==> src/rtl/ret_addr_stack.sv <==
// ret_addr_stack -- return address stack for fetch-side PC prediction.
//
// A fetched ICALL speculatively pushes its fall-through PC; a fetched IRET
// pops it and offers it as the predicted return target. A committed
// pointer/count shadow follows writeback. flush_i restores the speculative
// pointer/count from the committed ones. Entry data is not checkpointed.
//
// Ports:
//   clk, reset        clock; synchronous active-high reset
//   f_icode_i         fetch-stage icode
//   f_valP_i          fetch-stage fall-through PC (pushed return address)
//   f_stall_i         fetch held: no speculative push/pop
//   W_icode_i         writeback-stage icode (advances committed state)
//   flush_i           restore speculative state from committed state
//   f_ras_valid_o     prediction valid (IRET fetched and stack non-empty)
//   f_ras_target_o    predicted return PC, 0 when not valid
//   ras_empty_o       speculative count is zero
//   ras_full_o        speculative count equals DEPTH
//   ras_ovf_cnt_o     (only with `define RAS_OVF_CNT_EN) saturating count of
//                     pushes made while full
//
// Optional feature macro: RAS_OVF_CNT_EN.

`ifndef INOP
`define INOP  4'h1
`endif
`ifndef ICALL
`define ICALL 4'h8
`endif
`ifndef IRET
`define IRET  4'h9
`endif

module ret_addr_stack #(
    parameter int unsigned DEPTH = 8,
    parameter int unsigned PTR_W = $clog2(DEPTH),
    parameter int unsigned CNT_W = $clog2(DEPTH) + 1
) (
    input  logic        clk,
    input  logic        reset,
    input  logic [3:0]  f_icode_i,
    input  logic [63:0] f_valP_i,
    input  logic        f_stall_i,
    input  logic [3:0]  W_icode_i,
    input  logic        flush_i,
    output logic        f_ras_valid_o,
    output logic [63:0] f_ras_target_o,
    output logic        ras_empty_o,
`ifdef RAS_OVF_CNT_EN
    output logic [15:0] ras_ovf_cnt_o,
`endif
    output logic        ras_full_o
);

    localparam logic [CNT_W-1:0] CNT_MAX = CNT_W'(DEPTH);

    logic [63:0]      mem_q [DEPTH];

    logic [PTR_W-1:0] spec_top_q,   spec_top_d;
    logic [CNT_W-1:0] spec_cnt_q,   spec_cnt_d;
    logic [PTR_W-1:0] commit_top_q, commit_top_d;
    logic [CNT_W-1:0] commit_cnt_q, commit_cnt_d;

    logic             push_en;
    logic             pop_en;
    logic [PTR_W-1:0] rd_ptr;

    // Outputs are a pure function of current state and the fetched icode,
    // so they keep tracking f_icode_i while fetch is stalled.
    always_comb begin
        rd_ptr         = spec_top_q - PTR_W'(1);
        ras_empty_o    = (spec_cnt_q == '0);
        ras_full_o     = (spec_cnt_q == CNT_MAX);
        f_ras_valid_o  = (f_icode_i == `IRET) && !ras_empty_o;
        f_ras_target_o = f_ras_valid_o ? mem_q[rd_ptr] : '0;
    end

    // Flush wins over a same-cycle fetch push/pop, which is simply dropped.
    always_comb begin
        push_en = (f_icode_i == `ICALL) && !f_stall_i && !flush_i;
        pop_en  = (f_icode_i == `IRET)  && !f_stall_i && !flush_i && !ras_empty_o;
    end

    always_comb begin
        commit_top_d = commit_top_q;
        commit_cnt_d = commit_cnt_q;
        if (W_icode_i == `ICALL) begin
            commit_top_d = commit_top_q + PTR_W'(1);
            if (commit_cnt_q != CNT_MAX) begin
                commit_cnt_d = commit_cnt_q + CNT_W'(1);
            end
        end else if ((W_icode_i == `IRET) && (commit_cnt_q != '0)) begin
            commit_top_d = commit_top_q - PTR_W'(1);
            commit_cnt_d = commit_cnt_q - CNT_W'(1);
        end
    end

    // Flush restores from the *next* committed state so a commit landing in
    // the same cycle is not lost.
    always_comb begin
        spec_top_d = spec_top_q;
        spec_cnt_d = spec_cnt_q;
        if (flush_i) begin
            spec_top_d = commit_top_d;
            spec_cnt_d = commit_cnt_d;
        end else if (push_en) begin
            spec_top_d = spec_top_q + PTR_W'(1);
            if (!ras_full_o) begin
                spec_cnt_d = spec_cnt_q + CNT_W'(1);
            end
        end else if (pop_en) begin
            spec_top_d = spec_top_q - PTR_W'(1);
            spec_cnt_d = spec_cnt_q - CNT_W'(1);
        end
    end

    always_ff @(posedge clk) begin
        if (reset) begin
            spec_top_q   <= '0;
            spec_cnt_q   <= '0;
            commit_top_q <= '0;
            commit_cnt_q <= '0;
        end else begin
            spec_top_q   <= spec_top_d;
            spec_cnt_q   <= spec_cnt_d;
            commit_top_q <= commit_top_d;
            commit_cnt_q <= commit_cnt_d;
        end
    end

    // Storage is not reset; entries are only meaningful below spec_cnt.
    // When full, the push overwrites the oldest entry.
    always_ff @(posedge clk) begin
        if (push_en) begin
            mem_q[spec_top_q] <= f_valP_i;
        end
    end

`ifdef RAS_OVF_CNT_EN
    logic [15:0] ovf_cnt_q, ovf_cnt_d;

    always_comb begin
        ovf_cnt_d = ovf_cnt_q;
        if (push_en && ras_full_o && (ovf_cnt_q != '1)) begin
            ovf_cnt_d = ovf_cnt_q + 16'd1;
        end
    end

    always_ff @(posedge clk) begin
        if (reset) begin
            ovf_cnt_q <= '0;
        end else begin
            ovf_cnt_q <= ovf_cnt_d;
        end
    end

    assign ras_ovf_cnt_o = ovf_cnt_q;
`endif

endmodule
==> config.mk <==
export PLATFORM = sky130hd
export DESIGN_NAME = ret_addr_stack
export DESIGN_NICKNAME = d
export VERILOG_FILES = /design/src/rtl/ret_addr_stack.sv
export SDC_FILE = /design/constraint.sdc
export NUM_CORES = 1
export LEC_CHECK = 0
export BUFFER_PORTS_ARGS = -buffer_cell sky130_fd_sc_hd__buf_2
export CORE_MARGIN = 10
export CORE_UTILIZATION = 60
export CTS_CLUSTER_SIZE = 25
export DETAILED_ROUTE_END_ITERATION = 6
export PLACE_DENSITY = 0.89
export SYNTH_ARGS = -nofsm -noshare
export SYNTH_HDL_FRONTEND = slang
export SYNTH_SLANG_ARGS = --single-unit
==> constraint.sdc <==
create_clock -name clk -period 10.74 [get_ports clk]
set_input_delay 1.074 -clock clk [delete_from_list [all_inputs] [get_ports clk]]
set_output_delay 1.074 -clock clk [all_outputs]
set_load 0.1 [all_outputs]
**Word-level counts from Yosys, hierarchy flattened**

Memories as Yosys holds them, arrays and structs flattened.
Cells that the tools add are included.

- Memory bits (writable): 512
- Logic and storage cells: 49
- Output and inout port bits: 67
- Input bits: 76
- Register bits: 14
- Memories: 1

Memory list:

| memory | words | bits a word | read ports | clocked after Yosys merged registers in | write ports | line | RTL |
|---|---|---|---|---|---|---|---|
| mem_q | 8 | 64 | 1 | 0 | 1 | 57 | `logic [63:0] mem_q [DEPTH];` |

- Reduce and logical (&&, ||, !) cells: 14
- Add/sub/neg operators: 8
- Equal/unequal tests: 7
- Muxes and demuxes: 15

Operators by type and width:

| kind | count |
|---|---|
| 64-bit two-way mux | 1 |
| 4-bit two-way mux | 7 |
| 4-bit == test (second input constant) | 5 |
| 3-bit two-way mux | 5 |
| 4-bit by 1-bit adder with 4-bit output (second input constant) | 2 |
| 4-bit by 1-bit subtractor with 4-bit output (second input constant) | 2 |
| 1-bit logical AND | 7 |
| 3-bit by 1-bit adder with 3-bit output (second input constant) | 2 |
| 3-bit by 1-bit subtractor with 3-bit output (second input constant) | 2 |
| 4-bit zero test | 1 |
| 4-bit != test (second input constant) | 1 |
| 4-bit nonzero test | 1 |
| 1-bit zero test | 3 |
| 3-bit != test (second input constant) | 1 |
| 3-bit nonzero test | 1 |
| 1-bit two-way mux | 2 |
| 2-bit AND reduction | 1 |

**Depth between registers and ports, before layout**

Gate-level depths: netlist of the first run.

- Word-level depth: 7
- Mapped depth: 9
- Mapped depth without buffers: 7

**Least setup slack after synthesis of the first run**

No wires, ideal clock.

- Path type: input-to-reg
- From: input f_icode_i[1]
- To: memory mem_q[4][0] (enable)
- Arrival time: 8.657 ns
- Library setup time: 0.666 ns
- Buffers on the path: 1
- Cell stages on the path: 4
- Slack: 1.417 ns
- Data required time: 10.074 ns
- Cells stage by stage: or4b_4 > or3_1 > buf_2 > nor4b_1

- Longest elaborated chain between the ends: 5

Ends and longest elaborated chain:

| item | line | RTL |
|---|---|---|
| start: declaration | 41 | `input logic [3:0] f_icode_i,` |
| 4-bit == test (no line) | -- |  |
| 1-bit logical AND (2 in a row) | 80 | `` push_en = (f_icode_i == `ICALL) && !f_stall_i && !flush_i; `` |
| 1-bit two-way mux | 134 | `if (push_en) begin` |
| 1-bit two-way mux (not written as such) | 135 | `mem_q[spec_top_q] <= f_valP_i;` |
| end: declaration | 57 |  |

Every way passes these cells.

**Final worst setup path of the first run**

- From: register spec_top_q[0]
- To: output f_ras_target_o[4]

- Longest elaborated chain between the ends: 3

Ends and longest elaborated chain:

| item | line | RTL |
|---|---|---|
| start: declaration | 59 | `logic [PTR_W-1:0] spec_top_q, spec_top_d;` |
| start signal: assignment | 124 | `spec_top_q <= spec_top_d;` |
| 3-bit by 1-bit subtractor with 3-bit output | 71 | `rd_ptr = spec_top_q - PTR_W'(1);` |
| memory 8 x 64 bit | -- |  |
| 64-bit two-way mux | 75 | `f_ras_target_o = f_ras_valid_o ? mem_q[rd_ptr] : '0;` |
| end: declaration | 47 | `output logic [63:0] f_ras_target_o,` |

Every way passes these cells.

==> results.rst, run 1 <==
.. list-table::
   :header-rows: 1

   * - Metric
     - Value
   * - Setup skew after layout
     - 0.0127 ns
   * - Reg2reg end
     - mem_q[7][52]
   * - Status
     - completed
   * - Hold buffer count at cts
     - 0
   * - Share of total power in combinational logic
     - 0.058
   * - Maximum count of clock buffers along a single path
     - 3
   * - Number of endpoints failing setup at the final stage
     - 0
   * - Via count of the routed design
     - 10.4k
   * - Worst VDD drop
     - 0.149 mV
   * - Element type at the critical path start
     - flop
   * - CTS tree
     - done
   * - Root Driver
     - clkbuf_16
   * - Number of gates resized after CTS
     - 0
   * - Final weighted congestion in routability-driven placement
     - 0.749
   * - GRT Residual Overflow
     - 0
   * - Relative slew slack
     - 0.248
   * - Area after detailed placement
     - 21700 sq um
   * - Post-detailed-route wirelength per cell
     - 25.6 microns
   * - Critical Path Sink
     - f_ras_target_o[4]
   * - Post-synth EDFFs
     - 512
   * - Net count of the mapped netlist
     - 1112
   * - Predominant post-synthesis flop cell
     - edfxtp_1
   * - Total number of yosys warnings
     - 0
   * - TritonCTS buffer count
     - 50
   * - Number of design rule violations left after detail routing
     - 0
   * - H-tree levels
     - 2
   * - Most area-consuming cells after synthesis
     - edfxtp_1, mux4_2, nand2_1
   * - Proportion of synthesized chip area in sequential cells
     - 0.765
   * - Largest stage delay, worst path
     - 0.95 ns
   * - Worst path top cell family by delay
     - buffers and inverters
   * - Core box area
     - 33600 sq um
   * - Maximum clock frequency
     - 0.170 GHz
   * - Switching Fraction
     - 0.214
   * - Minimum setup slack among reg-to-reg paths
     - 7.48 ns
   * - DIE AREA
     - 41900 sq um
   * - Latest clock arrival within the worst-skew pair
     - 0.56 ns
   * - Mean number of vias per cell
     - 6.23
   * - Final critical-path required period
     - 5.89 ns
   * - CTS sink cnt
     - 526
   * - Critical path's slowest cell
     - buf_4
   * - Syn Inst Count
     - 1027
   * - Dominant cell by count in the synthesized netlist
     - edfxtp_1
   * - Via count of the first global-routing pass
     - 10.9k
   * - Die span in y
     - 205 microns
   * - Top cells by count, synth
     - edfxtp_1, nand2_1, mux4_2, a21oi_1, clkbuf_1
   * - Post-synthesis async set-or-reset flop share
     - 0
   * - Post-route fraction of the period consumed by the critical path
     - 0.548
   * - Number of nets in the final layout
     - 1268
   * - Effective utilization at floorplan
     - 0.608
   * - Antenna violations before repair
     - 11
   * - Number of placement rows
     - 67
   * - Top cell type's share of synthesized area
     - 0.752
   * - Largest net degree at the start of global routing
     - 77
   * - Summed instance area of the synthesized netlist
     - 20500 sq um
   * - Post-placement cell count
     - 1579
   * - Sum of negative setup slack
     - 0 ns
   * - NetSw
     - 0.880 mW
   * - I/O pin count
     - 143
   * - CP cell instances
     - inv_1, ha_4, buf_4, mux4_2, nand2_1, a21oi_1, buf_2
   * - Internal power consumption
     - 3.23 mW
   * - Port-buffer cells
     - 142
   * - Data required, critical path
     - 9.67 ns
   * - Synth cell types
     - 52
   * - CP arrival
     - 4.82 ns
   * - Sequential Power Share
     - 0.550
   * - Unrepaired setup endpoints after global routing
     - no
   * - Count of non-filler cells in the finished layout
     - 1670
   * - Power per Cell Area
     - 177 nW/um^2
   * - Wire length of the first global-routing pass
     - 65.7 mm
   * - Maximum fanout count along the critical path
     - 76
   * - Clock network fraction of total power
     - 0.392
   * - Path length in cells of the critical path
     - 7
   * - Chip width
     - 205 microns
   * - Type of the most critical hold path
     - flop to flop
   * - Dominant cell type by area after synthesis
     - edfxtp_1
   * - Transition time of the tightest slew-check pin
     - 1.13 ns
   * - Crit. End Element
     - output port
   * - First-iteration detailed-routing DRC count
     - 1002
   * - Gr usage total
     - 0.207
   * - Antenna-violating nets left
     - 0
   * - Worst Setup SP
     - spec_top_q[0]
   * - Worst path buffer plus inverter count
     - 3
   * - Total of flip-flops plus latches after synthesis
     - 526
   * - Leakage power figure
     - 7.58 nW
   * - Cell depth of the worst flop-to-flop path
     - 4
   * - Post-detailed-placement half-perimeter wirelength
     - 22.6 mm
   * - Critical R2R Launch
     - spec_top_q[0]
   * - Post-CTS clock slew at the launch and capture registers of the worst setup and hold paths
     - 0.07 ns
   * - Final-layout fill cell count
     - 2056
   * - Post-CTS Setup Inserts
     - 0
   * - Summed area of non-filler cells in the final layout
     - 23200 sq um
   * - Layout overhead on the synthesized area
     - 13.5%
   * - Number of pins exceeding their max-slew limit in the final report
     - 0
   * - Detailed-router iteration count before antenna repair
     - 5
   * - Total of max-cap violations
     - 0
   * - Routed WL
     - 42.8 mm
   * - Final hold vios
     - 0
   * - Mean cell area of the mapped netlist
     - 19.9 sq um
   * - Share of cells above drive strength 1
     - 0.310
   * - Crit path kind
     - flop to output port
area by class of cell:
class                           instances  area (sq um)  share of cell area
Inverter                               12          45.0             0.00194
Clock inverter                         29           189             0.00814
Clock buffer                           58          1300              0.0561
Tap cell                              448           561              0.0241
Antenna cell                            4          10.0            0.000431
Timing Repair Buffer                  161           853              0.0368
Multi-Input combinational cell        432          4600               0.198
Sequential cell                       526         15700               0.675
metal layers:
layer  up-vias  wire [microns]  track usage
li1       4484               -            -
met5         -             103            0
met4        14             893       0.0688
met3        86            3190       0.0406
met2       475           22200        0.354
met1      5351           16400        0.261
registers in the layout, summed over array words and instances, names as in the netlist:
register / flops
spec_top_q: 3
spec_cnt_q: 4
mem_q: 512
commit_top_q: 3
commit_cnt_q: 4
layout by cell type (no fill, tap or decap), types with 4 or more instances in the layout:
cell type / instances
mux4_2: 128
a31oi_1: 4
ha_1: 7
buf_4: 19
clkbuf_16: 51
nand2_1: 133
a21oi_1: 71
dfxtp_1: 13
inv_1: 12
clkinv_1: 9
clkinv_2: 13
buf_2: 142
clkbuf_1: 7
edfxtp_1: 512
o21ai_0: 5
nor3_1: 5
diode_2: 4
nor2_1: 9
worst min-delay path, cell delays in order (launching register included):
cell and delay, ns:
dfxtp_1 0.32, nor4_1 0.06, o21a_1 0.16
kinds of logic after synthesis:
logic type      after synthesis  synth area share
compound gates              103            0.0294
xor+xnor                      8           0.00343
fa+ha+maj                     9           0.00587
buf+inv                      69            0.0141
flops                       526             0.765
mux                         130             0.142
simple gates                182            0.0398
stage by stage:
stage | total power, mW | utilization | hold slack [ns] | setup WS [ns]
after floorplan | 2.46 | - | 0.531 | 1.42
after global placement | 2.54 | 0.646 | 0.571 | 5.48
after detailed placement | 2.54 | 0.646 | 0.581 | 5.42
after CTS | 4.14 | 0.690 | 0.590 | 4.84
after global routing | 4.24 | 0.691 | 0.637 | 4.56
final | 4.11 | 0.691 | 0.584 | 4.85
power groups by stage:
stage	clock network (mW)	logic (mW)	registers, mW
after floorplan	0	0.161	2.30
after global placement	0	0.232	2.30
after detailed placement	0	0.240	2.30
after CTS	1.63	0.242	2.26
after global routing	1.71	0.261	2.26
final	1.61	0.239	2.26
worst min path at each step:
stage	from	to	slack (ns)	cells past startpoint
2_1_floorplan	commit_top_q[0]	commit_top_q[0]	0.53	2
3_3_place_gp	commit_top_q[2]	commit_top_q[2]	0.57	2
3_5_place_dp	commit_top_q[2]	commit_top_q[2]	0.58	2
4_1_cts	commit_top_q[2]	commit_top_q[2]	0.59	2
5_1_grt	commit_top_q[2]	commit_top_q[2]	0.64	2
6_report	commit_top_q[2]	commit_top_q[2]	0.58	2
(Power assumes the default switching activity.)
==> inputs of run 2 (changes only) <==
clock period = 5.85 ns   (was 10.74 ns; I/O delays follow)
==> run 2 against run 1 <==
Critical path depth unchanged; sequential power up 84%; via count down 0.26%; die area unchanged; largest power group unchanged; largest cell class unchanged; power up 90%; non-clock buffer count up 2; highest routed layer unchanged; wire length up 1.1%; cell area up 0.96%.
==> results.rst, run 2 (same netlist as run 1, synthesis figures left out) <==
.. list-table::
   :header-rows: 1

   * - Metric
     - Value
   * - Final setup margin
     - 1.21 ns (-3.64 ns)
   * - Number of pins exceeding their max-slew limit in the final report
     - 0 (unchanged)
   * - Post-route fraction of the period consumed by the critical path
     - 0.793
   * - Number of gates resized after CTS
     - 0 (unchanged)
   * - Worst Setup SP
     - spec_top_q[0]
   * - Top reg by flops
     - mem_q
   * - Power per Cell Area
     - 333 nW/um^2 (+88%)
   * - Setup slack at placement
     - 1.76 ns (-3.66 ns)
   * - Highest-count cells in the layout ignoring fill and taps
     - edfxtp_1, buf_2, nand2_1
   * - GRT Residual Overflow
     - 0 (unchanged)
   * - Status
     - completed
   * - Crit. End Element
     - output port
   * - Element type at the critical path start
     - flop
   * - Post-detailed-placement half-perimeter wirelength
     - 23.3 mm (+2.8%)
   * - Critical R2R Launch
     - spec_top_q[0]
   * - Largest stage delay, worst path
     - 0.82 ns (-0.13 ns)
   * - Number of endpoints failing setup at the final stage
     - 0 (unchanged)
   * - Clock network fraction of total power
     - 0.411 (+0.019)
   * - CP cell instances
     - inv_1, ha_4, buf_4, mux4_2, nand2_1, a21oi_1, buf_2
   * - Maximum fanout count along the critical path
     - 43 (-43%)
   * - Type of the most critical hold path
     - input pin to flop
   * - Hold Path Origin
     - f_valP_i[63]
   * - Overall power of the completed layout
     - 7.80 mW (+90%)
   * - Minimum setup slack among reg-to-reg paths
     - 2.66 ns (-4.82 ns)
   * - CTS tree
     - done
   * - CTS sink cnt
     - 526 (unchanged)
   * - Final design utilization
     - 0.697 (+0.00666)
   * - Switching Fraction
     - 0.211 (-0.00260)
   * - Die span in y
     - 205 microns (unchanged)
   * - Maximum count of clock buffers along a single path
     - 3 (unchanged)
   * - Flip-flop count of the largest register, all copies and words added
     - 512 (unchanged)
   * - Worst hold slack across all endpoints
     - 0.280 ns (-0.304 ns)
   * - Chip width
     - 205 microns (unchanged)
   * - Transition time of the tightest slew-check pin
     - 1.07 ns (-0.0540 ns)
   * - Leakage power figure
     - 7.67 nW (+1.2%)
   * - Crit path kind
     - flop to output port
   * - Register cell area after layout
     - 15700 sq um (unchanged)
   * - Number of nets in the final layout
     - 1271 (+0.24%)
   * - Biggest registers after layout
     - mem_q x512, commit_cnt_q x4, spec_cnt_q x4
   * - Routed WL
     - 43.3 mm (+1.1%)
   * - Setup skew after layout
     - 0.0108 ns (-0.00184 ns)
   * - Final-layout fill cell count
     - 2004 (-2.5%)
   * - Maximum clock frequency
     - 0.216 GHz
   * - Number of placement rows
     - 67 (unchanged)
   * - Final weighted congestion in routability-driven placement
     - 0.761 (+1.6%)
   * - Detailed-router iteration count before antenna repair
     - 5 (unchanged)
   * - Latest clock arrival within the worst-skew pair
     - 0.57 ns (about the same)
   * - Critical path's slowest cell
     - dfxtp_4
   * - Hold buffer count at cts
     - 0 (unchanged)
   * - H-tree levels
     - 2 (unchanged)
   * - Share of cells above drive strength 1
     - 0.314 (+0.00343)
   * - Worst VDD drop
     - 0.287 mV (+93%)
   * - Port-buffer cells
     - 142 (unchanged)
   * - Gr usage total
     - 0.210 (+0.00313)
   * - Sequential Power Share
     - 0.532 (-0.018)
   * - Core box area
     - 33600 sq um (unchanged)
   * - DIE AREA
     - 41900 sq um (unchanged)
   * - Post-detailed-route wirelength per cell
     - 25.7 microns (+0.44%)
   * - NetSw
     - 1.65 mW (+87%)
   * - Unrepaired setup endpoints after global routing
     - no
   * - Most common cell after layout, fill and taps aside
     - edfxtp_1
   * - Effective utilization at floorplan
     - 0.608 (unchanged)
   * - CP arrival
     - 4.05 ns (-0.77 ns)
   * - Layout overhead on the synthesized area
     - 14.6%
   * - Number of design rule violations left after detail routing
     - 0 (unchanged)
   * - Data required, critical path
     - 5.27 ns (-4.40 ns)
   * - Root Driver
     - clkbuf_16
   * - Antenna-violating nets left
     - 0 (unchanged)
   * - Wire length of the first global-routing pass
     - 66.7 mm (+1.6%)
   * - Total of max-cap violations
     - 0 (unchanged)
   * - First-iteration detailed-routing DRC count
     - 948 (-5.4%)
   * - Area used by multi-input combinational logic
     - 4620 sq um (+0.46%)
   * - Final hold vios
     - 0 (unchanged)
   * - Relative slew slack
     - 0.284 (+0.0360)
   * - Mean number of vias per cell
     - 6.18 (-0.91%)
   * - Sum of negative setup slack
     - 0 ns (unchanged)
   * - Final critical-path required period
     - 4.64 ns
   * - Post-CTS clock slew at the launch and capture registers of the worst setup and hold paths
     - 0.06 ns (about the same)
   * - Post-CTS Setup Inserts
     - 0 (unchanged)
   * - Internal power consumption
     - 6.16 mW (+90%)
   * - Via count of the first global-routing pass
     - 11.0k (+1.5%)
   * - Share of total power in combinational logic
     - 0.057 (about the same)
   * - Antenna violations before repair
     - 9 (-2)
   * - TritonCTS buffer count
     - 51 (+2.0%)
   * - Largest net degree at the start of global routing
     - 100 (+30%)
   * - I/O pin count
     - 143 (unchanged)
   * - Via count of the routed design
     - 10.4k (-0.26%)
==> run 2: critical path, delay by kind of cell (launching register included) <==
kind                       cells  cell delay (ns)
adders and majority gates      1             0.72
muxes                          1             0.30
DFF                            1             0.82
AOI/OAI and AO/OA              1             0.27
buffers and inverters          3             1.23
and+or+nand+nor                1             0.06
==> run 2: path summary, 6_finish.rpt <==
check,end,cells after the start
max,f_ras_target_o[52],7
max reg2reg,mem_q[3][6],4
min reg2reg,commit_top_q[2],2
min,mem_q[0][63],1
==> run 2: layout make-up <==
type / instances / area share
Clock inverter: 30 / 0.0121
Sequential cell: 526 / 0.668
Clock buffer: 64 / 0.0588
Timing Repair Buffer: 163 / 0.0376
Tap cell: 448 / 0.0239
Antenna cell: 6 / 0.000641
Multi-Input combinational cell: 432 / 0.197
Inverter: 12 / 0.00192
==> run 2: through the flow <==
| stage | cell area (sq um) | std cells |
|---|---|---|
| after global placement | 21800 | 1581 |
| after detailed placement | 21800 | 1581 |
| after CTS | 23400 | 1675 |
| final | 23400 | 1681 |
| after global routing | 23400 | 1678 |
| after floorplan | 20500 | 1027 |
==> run 2: per-layer routing <==
layer,up-vias,part of all wire,GRT usage
met4,8,0.027,0.0751
met5,-,0.0013,0
met1,5355,0.39,0.269
met2,430,0.51,0.350
li1,4503,-,-
met3,87,0.073,0.0453
==> run 2: power by group through the flow <==
stage | registers [mW] | clock network [mW] | logic (mW)
2_1_floorplan | 4.22 | 0 | 0.296
3_3_place_gp | 4.23 | 0 | 0.427
3_5_place_dp | 4.23 | 0 | 0.441
4_1_cts | 4.15 | 3.26 | 0.446
5_1_grt | 4.15 | 3.41 | 0.482
6_report | 4.15 | 3.21 | 0.444
==> inputs of run 3 (changes only) <==
clock period = 4.65 ns   (was 5.85 ns; I/O delays follow)
==> run 3 against run 2 <==
Clock-buffer cell count decreased by 7; combinational power increased by 29%; non-clock buffer count increased by 7; clock power increased by 26%; wire length increased by 1.3%; hold slack got worse by 0.12 ns; sequential power increased by 26%; first-iteration DRC count increased by 3.8%; global-route usage about the same; clock skew increased by 0.0079 ns; utilization increased by 0.42 points.
==> results.rst, run 3 (same netlist as run 1, synthesis figures left out) <==
.. list-table::
   :header-rows: 1

   * - Metric
     - Value
   * - Via count of the first global-routing pass
     - 11.0k (-0.39%)
   * - Status
     - completed
   * - Largest net degree at the start of global routing
     - 125 (+25%)
   * - Number of placement rows
     - 67 (unchanged)
   * - First-iteration detailed-routing DRC count
     - 984 (+3.8%)
   * - Post-detailed-route wirelength per cell
     - 26.1 microns (+1.3%)
   * - Share of total power in combinational logic
     - 0.058 (about the same)
   * - Most common cell after layout, fill and taps aside
     - edfxtp_1
   * - Hold Path Cell Cnt
     - 1 (unchanged)
   * - Gr usage total
     - 0.210 (-0.000391)
   * - Cell depth of the worst flop-to-flop path
     - 3 (-1)
   * - Share of cells above drive strength 1
     - 0.314 (about the same)
   * - Overall power of the completed layout
     - 9.82 mW (+26%)
   * - Core box area
     - 33600 sq um (unchanged)
   * - Setup slack at placement
     - 0.968 ns (-0.790 ns)
   * - Antenna violations before repair
     - 4 (-5)
   * - Met1 routing resource usage after global routing
     - 0.267 (-0.00187)
   * - Type of the most critical hold path
     - input pin to flop
   * - Sum of negative setup slack
     - 0 ns (unchanged)
   * - Wire length of the first global-routing pass
     - 66.7 mm (about the same)
   * - GRT Residual Overflow
     - 0 (unchanged)
   * - Antenna-violating nets left
     - 0 (unchanged)
   * - Reg2reg end
     - mem_q[7][34]
   * - Routed WL
     - 43.8 mm (+1.3%)
   * - Relative slew slack
     - 0.141 (-0.143)
   * - Switching Fraction
     - 0.206 (-0.00539)
   * - Total of max-cap violations
     - 0 (unchanged)
   * - Internal power consumption
     - 7.80 mW (+27%)
   * - Biggest registers after layout
     - mem_q x512, commit_cnt_q x4, spec_cnt_q x4
   * - Latest clock arrival within the worst-skew pair
     - 0.57 ns (about the same)
   * - Number of pins exceeding their max-slew limit in the final report
     - 0 (unchanged)
   * - Setup skew after layout
     - 0.0187 ns (+0.00786 ns)
   * - H-tree levels
     - 2 (unchanged)
   * - TritonCTS buffer count
     - 50 (-2.0%)
   * - Post-CTS clock slew at the launch and capture registers of the worst setup and hold paths
     - 0.06 ns (about the same)
   * - NetSw
     - 2.02 mW (+23%)
   * - Port-buffer cells
     - 142 (unchanged)
   * - Maximum count of clock buffers along a single path
     - 3 (unchanged)
   * - Highest-count cells in the layout ignoring fill and taps
     - edfxtp_1, buf_2, nand2_1
   * - Final setup margin
     - 0.510 ns (-0.700 ns)
   * - Summed area of non-filler cells in the final layout
     - 23600 sq um (+0.61%)
   * - Mean number of vias per cell
     - 6.25 (+1.1%)
   * - Hold Path Origin
     - f_valP_i[13]
   * - Peak-usage layer in the global routing report
     - met2
   * - Post-detailed-placement half-perimeter wirelength
     - 24.2 mm (+4.0%)
   * - Number of design rule violations left after detail routing
     - 0 (unchanged)
   * - Worst hold slack across all endpoints
     - 0.161 ns (-0.119 ns)
   * - Effective utilization at floorplan
     - 0.608 (unchanged)
   * - Number of nets in the final layout
     - 1277 (+0.47%)
   * - Top reg by flops
     - mem_q
   * - Number of endpoints failing setup at the final stage
     - 0 (unchanged)
   * - Final hold vios
     - 0 (unchanged)
   * - Global-route met3 utilization
     - 0.0378 (-0.00758)
   * - Element type at the critical path start
     - flop
   * - Area after detailed placement
     - 21900 sq um (+0.75%)
   * - Worst Setup SP
     - spec_cnt_q[0]
   * - Crit. End Element
     - output port
   * - CTS tree
     - done
   * - Maximum fanout count along the critical path
     - 25 (-42%)
   * - Post-route fraction of the period consumed by the critical path
     - 0.890
   * - Die span in y
     - 205 microns (unchanged)
   * - Minimum setup slack among reg-to-reg paths
     - 2.23 ns (-0.43 ns)
   * - Critical R2R Launch
     - spec_top_q[2]
   * - Worst VDD drop
     - 0.338 mV (+18%)
   * - Detailed-router iteration count before antenna repair
     - 5 (unchanged)
   * - Chip width
     - 205 microns (unchanged)
   * - I/O pin count
     - 143 (unchanged)
   * - Sequential Power Share
     - 0.531 (about the same)
   * - Final weighted congestion in routability-driven placement
     - 0.773 (+1.5%)
   * - CP arrival
     - 3.67 ns (-0.38 ns)
   * - Endpoint of the worst hold-timing path
     - mem_q[6][13]
   * - Met2 track utilization from global routing
     - 0.364 (+0.0142)
   * - Clock network fraction of total power
     - 0.410 (about the same)
   * - Root Driver
     - clkbuf_16
   * - Flip-flop count of the largest register, all copies and words added
     - 512 (unchanged)
   * - Maximum clock frequency
     - 0.242 GHz
   * - CTS sink cnt
     - 526 (unchanged)
   * - Leakage power figure
     - 7.72 nW (+0.65%)
   * - Power per Cell Area
     - 417 nW/um^2 (+25%)
   * - Layout overhead on the synthesized area
     - 15.3%
   * - DIE AREA
     - 41900 sq um (unchanged)
   * - Via count of the routed design
     - 10.5k (+1.1%)
   * - Unrepaired setup endpoints after global routing
     - no
   * - Crit path kind
     - flop to output port
   * - Transition time of the tightest slew-check pin
     - 1.28 ns (+0.211 ns)
   * - Number of gates resized after CTS
     - 0 (unchanged)
   * - Final critical-path required period
     - 4.14 ns
   * - Data required, critical path
     - 4.18 ns (-1.09 ns)
   * - Hold buffer count at cts
     - 0 (unchanged)
   * - Post-CTS Setup Inserts
     - 0 (unchanged)
-- run 3: changes by cell type in the layout (fill, tap and decap cells not counted), sizes merged --
cell | previous run | this run
buf | 163 | 170
clkbuf | 64 | 57
bufinv | 4 | 7
clkinv | 20 | 23
inv | 15 | 12
diode | 6 | 4
clkinvlp | 3 | 2
-- run 3: layout make-up --
type	count	area, sq um
antenna	4	10.0
clock buffer	57	1300
clock inverter	32	347
fill	2039	10000
inverter	12	45.0
multi-input combinational	432	4640
sequential	526	15700
tap	448	561
timing repair buffer	170	1020
-- run 3: layer usage --
layer,vias up,share of wire
met3,81,0.068
met2,415,0.53
met5,-,0.00078
met4,4,0.024
li1,4506,-
met1,5495,0.38
-- run 3: stage by stage --
| stage | std cells | util |
|---|---|---|
| 2_1_floorplan | 1027 | - |
| 3_3_place_gp | 1588 | 0.652 |
| 3_5_place_dp | 1588 | 0.652 |
| 4_1_cts | 1677 | 0.701 |
| 5_1_grt | 1679 | 0.701 |
| 6_report | 1681 | 0.701 |
-- run 3: how the worst max path moves through the flow --
stage	end	cells past startpoint	slack, ns
3_3_place_gp	f_ras_target_o[1]	5	1.06
5_1_grt	f_ras_target_o[27]	7	0.37
3_5_place_dp	f_ras_target_o[1]	5	0.97
2_1_floorplan	mem_q[0][0]	4	-0.82
6_report	f_ras_target_o[1]	5	0.51
4_1_cts	f_ras_target_o[1]	5	0.36
-- run 3: power groups by stage --
stage,registers [mW],clock network [mW],logic (mW)
detailed placement,5.32,0,0.574
global placement,5.32,0,0.555
global route,5.22,4.27,0.622
CTS,5.22,4.09,0.580
floorplan,5.31,0,0.375
finish,5.22,4.03,0.574
-- run 3: critical path, stage by stage, from the launching register on --
cell and delay (ns):
dfxtp_1 0.46, or4_1 0.26, nand4_1 1.00, buf_12 0.56
a21oi_1 0.30, buf_2 0.50
